## src/rtl/instr_fetch_unit_pkg.sv

```systemverilog
// rtl/instr_fetch_unit_pkg.sv - shared types and constants for the instruction fetch unit
package instr_fetch_unit_pkg;

  typedef enum logic [0:0] {
    IFU_IDLE  = 1'b0,
    IFU_FETCH = 1'b1
  } ifu_state_e;

  localparam logic [31:0] NOP_INSTR        = 32'h0000_0013;
  localparam logic [31:0] DEFAULT_RESET_PC = 32'h0000_0000;

  typedef struct packed {
    logic [31:0] pc;
    logic [31:0] instr;
  } fetch_entry_t;

  // Fetch addresses are always word aligned; low address bits are discarded.
  function automatic logic [31:0] word_align(input logic [31:0] addr);
    return {addr[31:2], 2'b00};
  endfunction

endpackage

```

## src/rtl/instr_fetch_unit_if.sv

```systemverilog
// rtl/instr_fetch_unit_if.sv - redirect, instruction memory and decode handshake bundle
interface instr_fetch_unit_if;

  logic        redirect_i;
  logic [31:0] redirect_pc_i;
  logic        imem_req_o;
  logic [31:0] imem_addr_o;
  logic        imem_gnt_i;
  logic        imem_rvalid_i;
  logic [31:0] imem_rdata_i;
  logic        instr_valid_o;
  logic [31:0] instruction_o;
  logic [31:0] instr_pc_o;
  logic        instr_ready_i;

  // Fetch unit side
  modport master (
    input  redirect_i, redirect_pc_i, imem_gnt_i, imem_rvalid_i, imem_rdata_i, instr_ready_i,
    output imem_req_o, imem_addr_o, instr_valid_o, instruction_o, instr_pc_o
  );

  // Memory / decode / redirect source side
  modport slave (
    output redirect_i, redirect_pc_i, imem_gnt_i, imem_rvalid_i, imem_rdata_i, instr_ready_i,
    input  imem_req_o, imem_addr_o, instr_valid_o, instruction_o, instr_pc_o
  );

endinterface

```

## src/rtl/instr_fetch_unit_fetch_queue.sv

```systemverilog
// rtl/instr_fetch_unit_fetch_queue.sv - in-order queue of fetched {pc, instr} entries
module instr_fetch_unit_fetch_queue
  import instr_fetch_unit_pkg::*;
#(
  parameter int unsigned DEPTH = 3,
  localparam int unsigned PTR_W = (DEPTH > 1) ? $clog2(DEPTH) : 1,
  localparam int unsigned CNT_W = $clog2(DEPTH + 1)
) (
  input  logic             clk,
  input  logic             rst_n,
  input  logic             push_i,
  input  fetch_entry_t     push_data_i,
  input  logic             pop_i,
  input  logic             flush_i,
  output logic [CNT_W-1:0] count_o,
  output logic             empty_o,
  output fetch_entry_t     head_o
);

  fetch_entry_t     mem_q [DEPTH];
  logic [PTR_W-1:0] rd_ptr_q, rd_ptr_d;
  logic [PTR_W-1:0] wr_ptr_q, wr_ptr_d;
  logic [CNT_W-1:0] cnt_q, cnt_d;
  logic             do_push, do_pop;

  function automatic logic [PTR_W-1:0] ptr_inc(input logic [PTR_W-1:0] p);
    if (p == PTR_W'(DEPTH - 1)) return '0;
    return p + PTR_W'(1);
  endfunction

  // A full queue still accepts a push when the head leaves in the same cycle.
  assign do_pop  = pop_i && (cnt_q != '0);
  assign do_push = push_i && ((cnt_q != CNT_W'(DEPTH)) || do_pop);

  // Pointer and occupancy next state; flush wins over push and pop.
  always_comb begin
    rd_ptr_d = rd_ptr_q;
    wr_ptr_d = wr_ptr_q;
    cnt_d    = cnt_q;
    if (flush_i) begin
      rd_ptr_d = '0;
      wr_ptr_d = '0;
      cnt_d    = '0;
    end else begin
      if (do_push) wr_ptr_d = ptr_inc(wr_ptr_q);
      if (do_pop)  rd_ptr_d = ptr_inc(rd_ptr_q);
      case ({do_push, do_pop})
        2'b10:   cnt_d = cnt_q + CNT_W'(1);
        2'b01:   cnt_d = cnt_q - CNT_W'(1);
        default: cnt_d = cnt_q;
      endcase
    end
  end

  // Pointer and occupancy registers.
  always_ff @(posedge clk or negedge rst_n) begin
    if (!rst_n) begin
      rd_ptr_q <= '0;
      wr_ptr_q <= '0;
      cnt_q    <= '0;
    end else begin
      rd_ptr_q <= rd_ptr_d;
      wr_ptr_q <= wr_ptr_d;
      cnt_q    <= cnt_d;
    end
  end

  // Entry storage; contents are only meaningful while counted, so no reset.
  always_ff @(posedge clk) begin
    if (do_push && !flush_i) mem_q[wr_ptr_q] <= push_data_i;
  end

  assign count_o = cnt_q;
  assign empty_o = (cnt_q == '0);
  assign head_o  = mem_q[rd_ptr_q];

endmodule

```

## src/rtl/instr_fetch_unit.sv

```systemverilog
// rtl/instr_fetch_unit.sv - IF stage: word fetch, response queueing and redirect flush
module instr_fetch_unit
  import instr_fetch_unit_pkg::*;
#(
  parameter logic [31:0] RESET_PC = DEFAULT_RESET_PC,
  parameter int unsigned DEPTH    = 3
) (
  input  logic                clk,
  input  logic                rst_n,
  instr_fetch_unit_if.master  bus
);

  localparam int unsigned CNT_W = $clog2(DEPTH + 1);
  localparam int unsigned SUM_W = CNT_W + 1;

  ifu_state_e       state_q, state_d;
  logic [31:0]      fetch_pc_q, fetch_pc_d;
  logic [31:0]      resp_pc_q, resp_pc_d;
  logic [CNT_W-1:0] inflight_q, inflight_d;
  logic [CNT_W-1:0] discard_q, discard_d;

  logic [CNT_W-1:0] q_cnt;
  logic             q_empty;
  fetch_entry_t     q_head;
  fetch_entry_t     q_push_data;

  logic             req;
  logic             grant;
  logic             resp;
  logic             push;
  logic             pop;
  logic [31:0]      redirect_pc;

  assign redirect_pc = word_align(bus.redirect_pc_i);

  // Responses only count against requests actually outstanding.
  assign resp  = bus.imem_rvalid_i && (inflight_q != '0);
  assign grant = req && bus.imem_gnt_i;
  assign push  = resp && (discard_q == '0) && !bus.redirect_i;
  assign pop   = !q_empty && bus.instr_ready_i && !bus.redirect_i;

  assign q_push_data = '{pc: resp_pc_q, instr: bus.imem_rdata_i};

  // FSM next state and request generation; credit uses registered counts only.
  always_comb begin
    state_d = state_q;
    req     = 1'b0;
    case (state_q)
      IFU_IDLE:  state_d = IFU_FETCH;
      IFU_FETCH: begin
        state_d = IFU_FETCH;
        req     = !bus.redirect_i &&
                  (({1'b0, q_cnt} + {1'b0, inflight_q}) < SUM_W'(DEPTH));
      end
      default:   state_d = IFU_IDLE;
    endcase
  end

  // FSM state register.
  always_ff @(posedge clk or negedge rst_n) begin
    if (!rst_n) state_q <= IFU_IDLE;
    else        state_q <= state_d;
  end

  // PC and outstanding-request bookkeeping; redirect overrides everything.
  always_comb begin
    fetch_pc_d = fetch_pc_q;
    resp_pc_d  = resp_pc_q;
    inflight_d = inflight_q;
    discard_d  = discard_q;
    if (bus.redirect_i) begin
      fetch_pc_d = redirect_pc;
      resp_pc_d  = redirect_pc;
      inflight_d = inflight_q - CNT_W'(resp);
      discard_d  = inflight_q - CNT_W'(resp);
    end else begin
      if (grant) fetch_pc_d = fetch_pc_q + 32'd4;
      if (push)  resp_pc_d  = resp_pc_q + 32'd4;
      inflight_d = inflight_q + CNT_W'(grant) - CNT_W'(resp);
      if (resp && (discard_q != '0)) discard_d = discard_q - CNT_W'(1);
    end
  end

  // PC and counter registers.
  always_ff @(posedge clk or negedge rst_n) begin
    if (!rst_n) begin
      fetch_pc_q <= RESET_PC;
      resp_pc_q  <= RESET_PC;
      inflight_q <= '0;
      discard_q  <= '0;
    end else begin
      fetch_pc_q <= fetch_pc_d;
      resp_pc_q  <= resp_pc_d;
      inflight_q <= inflight_d;
      discard_q  <= discard_d;
    end
  end

  instr_fetch_unit_fetch_queue #(
    .DEPTH (DEPTH)
  ) u_fetch_queue (
    .clk         (clk),
    .rst_n       (rst_n),
    .push_i      (push),
    .push_data_i (q_push_data),
    .pop_i       (pop),
    .flush_i     (bus.redirect_i),
    .count_o     (q_cnt),
    .empty_o     (q_empty),
    .head_o      (q_head)
  );

  assign bus.imem_req_o    = req;
  assign bus.imem_addr_o   = fetch_pc_q;
  assign bus.instr_valid_o = !q_empty;
  assign bus.instruction_o = q_empty ? NOP_INSTR : q_head.instr;
  assign bus.instr_pc_o    = q_empty ? resp_pc_q : q_head.pc;

endmodule
```

## src/flat_wrapper.sv

```systemverilog
// flat-port wrapper written by rule: the top's interface ports become plain ports
module instr_fetch_unit_flat import instr_fetch_unit_pkg::*;
#(
  parameter logic [31:0] RESET_PC = DEFAULT_RESET_PC,
  parameter int unsigned DEPTH    = 3
)
  (clk, rst_n, bus_redirect_i, bus_redirect_pc_i, bus_imem_gnt_i, bus_imem_rvalid_i, bus_imem_rdata_i, bus_instr_ready_i, bus_imem_req_o, bus_imem_addr_o, bus_instr_valid_o, bus_instruction_o, bus_instr_pc_o);
  instr_fetch_unit_if bus_i ();
  input  logic clk;
  input  logic rst_n;
  input wire logic [$bits(bus_i.redirect_i)-1:0] bus_redirect_i;
  input wire logic [$bits(bus_i.redirect_pc_i)-1:0] bus_redirect_pc_i;
  input wire logic [$bits(bus_i.imem_gnt_i)-1:0] bus_imem_gnt_i;
  input wire logic [$bits(bus_i.imem_rvalid_i)-1:0] bus_imem_rvalid_i;
  input wire logic [$bits(bus_i.imem_rdata_i)-1:0] bus_imem_rdata_i;
  input wire logic [$bits(bus_i.instr_ready_i)-1:0] bus_instr_ready_i;
  output wire logic [$bits(bus_i.imem_req_o)-1:0] bus_imem_req_o;
  output wire logic [$bits(bus_i.imem_addr_o)-1:0] bus_imem_addr_o;
  output wire logic [$bits(bus_i.instr_valid_o)-1:0] bus_instr_valid_o;
  output wire logic [$bits(bus_i.instruction_o)-1:0] bus_instruction_o;
  output wire logic [$bits(bus_i.instr_pc_o)-1:0] bus_instr_pc_o;
  assign bus_i.redirect_i = bus_redirect_i;
  assign bus_i.redirect_pc_i = bus_redirect_pc_i;
  assign bus_i.imem_gnt_i = bus_imem_gnt_i;
  assign bus_i.imem_rvalid_i = bus_imem_rvalid_i;
  assign bus_i.imem_rdata_i = bus_imem_rdata_i;
  assign bus_i.instr_ready_i = bus_instr_ready_i;
  assign bus_imem_req_o = bus_i.imem_req_o;
  assign bus_imem_addr_o = bus_i.imem_addr_o;
  assign bus_instr_valid_o = bus_i.instr_valid_o;
  assign bus_instruction_o = bus_i.instruction_o;
  assign bus_instr_pc_o = bus_i.instr_pc_o;
  instr_fetch_unit #(.RESET_PC(RESET_PC), .DEPTH(DEPTH)) u_core (.clk(clk), .rst_n(rst_n), .bus(bus_i));
endmodule
```

## config.mk

```make
export PLATFORM = sky130hd
export DESIGN_NAME = instr_fetch_unit_flat
export DESIGN_NICKNAME = d
export VERILOG_FILES = /design/src/rtl/instr_fetch_unit_pkg.sv /design/src/rtl/instr_fetch_unit_if.sv /design/src/rtl/instr_fetch_unit_fetch_queue.sv /design/src/rtl/instr_fetch_unit.sv /design/src/flat_wrapper.sv
export SDC_FILE = /design/constraint.sdc
export NUM_CORES = 1
export LEC_CHECK = 0
export CAP_MARGIN = 15
export CORE_MARGIN = 2
export CORE_UTILIZATION = 45
export CTS_CLUSTER_DIAMETER = 150
export DETAILED_ROUTE_END_ITERATION = 6
export PLACE_DENSITY = 0.83
export SLEW_MARGIN = 40
export SYNTH_ARGS = -nofsm -noshare
export SYNTH_HDL_FRONTEND = slang
export SYNTH_SLANG_ARGS = --single-unit
export TNS_END_PERCENT = 5
```

## constraint.sdc

```tcl
create_clock -name clk -period 6.45 [get_ports clk]
set_input_delay 0.9675 -clock clk [delete_from_list [all_inputs] [get_ports clk]]
set_output_delay 0.9675 -clock clk [all_outputs]
set_load 0.01 [all_outputs]
```

==> results of run 1 <==
[how the worst max path moves through the flow]
stage	slack, ns	from	cells past startpoint	to
global placement	2.48	bus_imem_rvalid_i	7	u_core.u_fetch_queue.mem_q[1][56]
floorplan	0.12	bus_imem_rvalid_i	3	u_core.u_fetch_queue.mem_q[0][0]
finish	2.33	u_core.u_fetch_queue.rd_ptr_q[0]	5	bus_instruction_o[1]
global route	2.12	u_core.u_fetch_queue.rd_ptr_q[0]	6	bus_instr_pc_o[16]
detailed placement	2.81	bus_imem_rvalid_i	6	u_core.u_fetch_queue.mem_q[2][56]
CTS	2.26	u_core.u_fetch_queue.rd_ptr_q[0]	6	bus_instr_pc_o[16]
[flip-flops by register name, summed over array words and instances (netlist names)]
| name | cells |
|---|---|
| u_core.resp_pc_q | 30 |
| u_core.state_q | 1 |
| u_core.u_fetch_queue.mem_q | 186 |
| u_core.inflight_q | 2 |
| u_core.u_fetch_queue.wr_ptr_q | 2 |
| u_core.discard_q | 2 |
| u_core.bus.imem_addr_o | 30 |
| u_core.u_fetch_queue.rd_ptr_q | 2 |
| u_core.u_fetch_queue.count_o | 2 |
[critical path: cells and delay by family, from the launching register on]
family        cells  cell delay (ns)
flops             1             0.88
simple gates      1             0.08
buf+inv           2             1.08
mux               2             0.58
[cell usage in the layout, fill, tap and decap left out, types with 4 or more instances in the layout]
cell type,synthesis,final
a21boi_0,5,4
a21oi_1,66,66
and3_1,9,9
and4_1,5,5
buf_4,4,6
bufinv_16,0,4
clkbuf_1,34,4
clkbuf_16,0,30
clkdlybuf4s50_1,0,160
conb_1,2,5
dfrtp_1,71,69
edfxtp_1,186,186
ha_1,6,6
inv_1,20,19
mux2_2,40,40
mux2i_1,68,68
nand2_1,68,68
nand3_1,20,20
nand4_1,16,16
nor2_1,105,104
nor2b_1,4,4
nor3_1,14,13
nor4_1,18,18
o21ai_0,42,42
o31a_1,4,4
xnor2_1,36,36
xor2_1,19,19
[synthesized netlist by cell type, drive strengths merged (4+ instances only)]
cell type	count
nor3	14
nor4	18
mux2	40
a21oi	66
nand2	68
edfxtp	186
ha	6
and4	5
a21boi	5
inv	21
xnor2	36
nand3	20
buf	14
o31a	4
clkbuf	35
dfrtp	71
and3	9
nor2b	4
nand4	17
xor2	19
mux2i	68
o21ai	42
nor2	105
[logic make-up after synthesis]
kind of cell    share of synthesized area
simple gates                        0.113
flops                               0.648
compound gates                     0.0626
mux                                0.0996
buf+inv                            0.0252
xor+xnor                           0.0424
fa+ha+maj                         0.00837
other cells                      0.000661
[power breakdown]
group          switching, W  internal (W)  leakage (nW)
registers          0.000128       0.00191          2.51
logic              0.000423      0.000414          2.06
clock network      0.000613       0.00103         0.473
[layout make-up]
type / instances / area share
tap: 330 / 0.0289
multi-input combinational: 580 / 0.262
sequential: 257 / 0.516
clock inverter: 11 / 0.0115
clock buffer: 38 / 0.0566
timing repair buffer: 171 / 0.119
inverter: 21 / 0.00569
antenna: 1 / 0.000175
[routing by layer]
| layer | routed length (um) | global-route usage | vias to the layer above | share of wire |
|---|---|---|---|---|
| li1 | - | - | 3585 | - |
| met1 | 10800 | 0.254 | 3588 | 0.44 |
| met2 | 11500 | 0.300 | 268 | 0.47 |
| met3 | 1800 | 0.0379 | 35 | 0.073 |
| met4 | 438 | 0.0503 | 0 | 0.018 |
| met5 | 0 | 0 | - | 0 |
[stage by stage]
step	utilization	setup slack [ns]	std cells	power (W)	hold WS (ns)
6_report	0.573	2.33	1409	0.00452	0.536
5_1_grt	0.573	2.12	1409	0.00472	0.561
4_1_cts	0.572	2.26	1408	0.00456	0.534
3_5_place_dp	0.533	2.81	1359	0.00290	0.521
3_3_place_gp	0.532	2.48	1358	0.00287	0.499
2_1_floorplan	-	0.116	907	0.00250	0.473
==> metrics.yaml, run 1 <==
hpwl_mm: 15.4
portBuffers: 161
clockRootBuffer: "clkbuf_16"
ys_types: 47
grt_pass1_vias: 7312
clock_skew_ns: 0.0122
slew_violations: 0
initial_core_util: 0.455
cts_setup_buffers: 0
rsz0062_at_grt: "no"
synth_seq_cells: 257
cap_violations: 0
critPathCaptureType: "output port"
cp.arrival_ns: 3.15
core_um2: 25000
antenna_found_initial: 1
placed_area_um2: 13300
synth.avg_cell_area_um2: 12.6
place_congestion: 0.837
dieArea_um2: 26500
clock_sinks: 257
gr-total-overflow: 0
die_x_um: 163
critPathSlowestCell: "dfrtp_4"
r2r-end: "u_core.bus.imem_addr_o[22]"
hold_path.class: "in2async"
cts_tree: "done"
grt_first_pass_wirelength_mm: 38.5
syn_area_um2: 11400
crit_chain: "buf_4 -> mux2_2 -> mux2i_1 -> nand2_1 -> clkdlybuf4s50_1"
p_leak_nw: 5.04
area_growth_pct: 25.9
drive_gt1_frac: 0.0983
cts_htree_levels: 1
post-route-min-period_ns: 4.12
synth_ff_type: "edfxtp_1"
fmax_mhz: 243
worstSkewPairLatency_ns: 0.52
start_kind: "flop"
drt_iter0_drc: 624
ff2ff_setup_slack_ns: 3.27
crit_fanout: 36
yosysTopAreaCell: "edfxtp_1"
outcome: "finished clean"
clockBufferDepth: 3
fill_cells: 1970
cts_buffers: 27
synth_edf_count: 186
std_cell_rows: 58
nNetsFinal: 1135
fin_tns_setup_ns: 0
vias_per_cell: 5.31
post_cts_resized: 0
power_density_nw_per_um2: 316
period_share: 0.639
grt_max_degree: 82
r2r-start: "u_core.u_fetch_queue.count_o[0]"
synthCells: 904
drc: 0
seq_area_um2: 7370
io_pins: 168
tightest_slew_ns: 0.843
yosysWarnings: 0
fin_area_um2: 14300
clk_pin_slew_ns: 0.06
track_usage: 0.185
routed_wl_mm: 24.6
first_pass_iters: 5
die_h_um: 163
crit_required_ns: 5.48
peakVddDrop_v: 0.000187
yosysTopAreaCellShare: 0.492
ff2ff_path_depth: 7
ys_async_sr_fraction: 0.276
final_hold_viol_count: 0
synthTopCellsByArea: "edfxtp_1 (49%), dfrtp_1 (16%), mux2i_1 (6.0%), mux2_2 (4.0%), nor2_1 (3.5%)"
max_stage_delay_ns: 0.88
crit_type: "reg2out"
maxSlewHeadroom: 0.430
final-setup-viol-count: 0
multi_input_area_um2: 3750
wire_per_inst_um: 17.4
ctsHoldBuffers: 0
yosysSeqAreaShare: 0.648
num_vias: 7476
route.antenna.remaining_nets: 0
No activity file was read; power rests on OpenSTA's default activity.
==> run 2: changes to the inputs <==
Clock period 6.45 ns to 3.3 ns, I/O delays scaled along.
==> metrics.yaml, run 2 (same netlist as run 1, synthesis figures left out) <==
outcome: "finished clean"
pre_cts_slack_ns: 0.463  # -2.34 ns
finalPower_w: 0.00852  # +89%
cap_violations: 0  # unchanged
core_um2: 25000  # unchanged
gr-total-overflow: 0  # unchanged
antenna_found_initial: 0  # -1
grt_pass1_vias: 7479  # +2.3%
die_h_um: 163  # unchanged
cts_htree_levels: 1  # unchanged
fin_area_um2: 14300  # +0.33%
largest_reg_flops: 186  # unchanged
start_kind: "flop"
drt_iter0_drc: 646  # +3.5%
r2r-end: "u_core.bus.imem_addr_o[22]"
route.antenna.remaining_nets: 0  # unchanged
cp.arrival_ns: 2.67  # -0.48 ns
cts_setup_buffers: 0  # unchanged
clockRootBuffer: "clkbuf_16"
hpwl_mm: 16.1  # +4.7%
num_vias: 7532  # +0.75%
ff2ff_path_depth: 8  # +1
hold_path.class: "in2async"
slew_violations: 0  # unchanged
power.share.clock: 0.335  # -0.029
maxSlewHeadroom: 0.516  # +0.0855
place_congestion: 0.868  # +3.7%
p_seq_frac: 0.465  # +0.015
swShare: 0.264  # +0.00646
crit_required_ns: 2.80  # -2.68 ns
track_usage: 0.184  # -0.000438
drc: 0  # unchanged
routed_wl_mm: 24.7  # +0.61%
period_share: 0.959
io_pins: 168  # unchanged
critPathCaptureType: "output port"
worstSkewPairLatency_ns: 0.52  # about the same
final_hold_viol_count: 0  # unchanged
area_growth_pct: 26.3
crit_type: "reg2out"
clk_pin_slew_ns: 0.06  # about the same
layout_common_cells: "edfxtp_1 (186), clkdlybuf4s50_1 (159), nor2_1 (104)"
tightest_slew_ns: 0.720  # -0.123 ns
dieArea_um2: 26500  # unchanged
clock_skew_ns: 0.0110  # -0.00114 ns
cts_buffers: 26  # -3.7%
fmax_mhz: 316
clock_sinks: 257  # unchanged
placed_area_um2: 13500  # +1.1%
peakVddDrop_v: 0.000351  # +88%
r2r-start: "u_core.u_fetch_queue.count_o[0]"
clockBufferDepth: 3  # unchanged
grt_first_pass_wirelength_mm: 38.7  # +0.39%
post-route-min-period_ns: 3.16
antennaDiodeCount: 0  # -1
first_pass_iters: 5  # unchanged
p_leak_nw: 5.08  # +0.70%
grt_max_degree: 77  # -6.1%
std_cell_rows: 58  # unchanged
holdWs_ns: 0.485  # -0.0513 ns
largest_register: "u_core.u_fetch_queue.mem_q"
internal_power_w: 0.00627  # +87%
wire_per_inst_um: 17.4  # -0.24%
drive_gt1_frac: 0.105  # +0.00708
combPwrFrac: 0.199  # +0.014
p_switching_w: 0.00225  # +93%
initial_core_util: 0.455  # unchanged
final-setup-viol-count: 0  # unchanged
final.setup.worst_slack_ns: 0.137  # -2.19 ns
rsz0062_at_grt: "no"
nNetsFinal: 1148  # +1.1%
ff2ff_setup_slack_ns: 0.67  # -2.60 ns
power_density_nw_per_um2: 594  # +88%
cts_tree: "done"
layout_commonest_cell: "edfxtp_1"
crit_fanout: 29  # -19%
die_x_um: 163  # unchanged
portBuffers: 161  # unchanged
vias_per_cell: 5.30  # -0.10%
## run 2: cell count changes in the layout (fill, tap and decap cells not counted), sizes merged
| cell | change |
|---|---|
| bufinv | -3 |
| clkdlybuf4s50 | -1 |
| dlymetal6s2s | +1 |
| clkinvlp | -1 |
| diode | -1 |
| buf | +13 |
| clkbuf | +3 |
| dlygate4sd3 | +1 |
## run 2: worst max path at each step
stage                     slack (ns)                                to                        startpoint
after floorplan                -0.75  u_core.u_fetch_queue.mem_q[2][0]               u_core.discard_q[0]
after global placement          0.47              u_core.resp_pc_q[29]                 bus_imem_rvalid_i
after detailed placement        0.46              u_core.resp_pc_q[29]                 bus_imem_rvalid_i
after CTS                       0.05                    bus_imem_req_o   u_core.u_fetch_queue.count_o[0]
after global routing            0.02              bus_instruction_o[0]  u_core.u_fetch_queue.rd_ptr_q[0]
final                           0.14              bus_instruction_o[0]  u_core.u_fetch_queue.rd_ptr_q[0]
## run 2: power by group through the flow
stage	Combinational, W	Sequential (W)	Clock, W
finish	0.00170	0.00396	0.00286
global route	0.00186	0.00400	0.00307
CTS	0.00172	0.00396	0.00293
detailed placement	0.00169	0.00403	0
global placement	0.00165	0.00401	0
floorplan	0.000903	0.00397	0
## run 2: per-stage QoR
stage / instances / utilization / setup TNS (ns)
6_report: 1421 / 0.574 / 0
5_1_grt: 1421 / 0.574 / 0
4_1_cts: 1420 / 0.573 / 0
3_5_place_dp: 1371 / 0.539 / 0
3_3_place_gp: 1371 / 0.539 / 0
2_1_floorplan: 907 / - / -93.06
## run 2: worst max-delay path, cell delays in order (launching register included)
cell and delay (ns):
dfrtp_4 0.77, buf_12 0.27, mux2_2 0.36, mux2i_1 0.17
nand2_1 0.07, clkdlybuf4s50_1 0.47
## run 2: per-layer routing
layer | GRT usage | up-vias | part of all wire
met2 | 0.300 | 273 | 0.46
met4 | 0.0688 | 0 | 0.033
met5 | 0 | - | 0
met3 | 0.0357 | 59 | 0.070
met1 | 0.247 | 3580 | 0.44
li1 | - | 3620 | -
## run 2: layout make-up
class | count | area [um^2]
Clock inverter | 7 | 63.8
Inverter | 21 | 78.8
Multi-Input combinational cell | 580 | 3750
Fill cell | 1968 | 10600
Clock buffer | 41 | 778
Timing Repair Buffer | 185 | 1880
Tap cell | 330 | 413
Sequential cell | 257 | 7370
## run 2: repair_timing
item                                    4_1_cts  5_1_grt
endpoints found under the setup margin        1        1
hold endpoints to repair                     38        0
resized for setup                             1        2
hold buffers                                  1        0
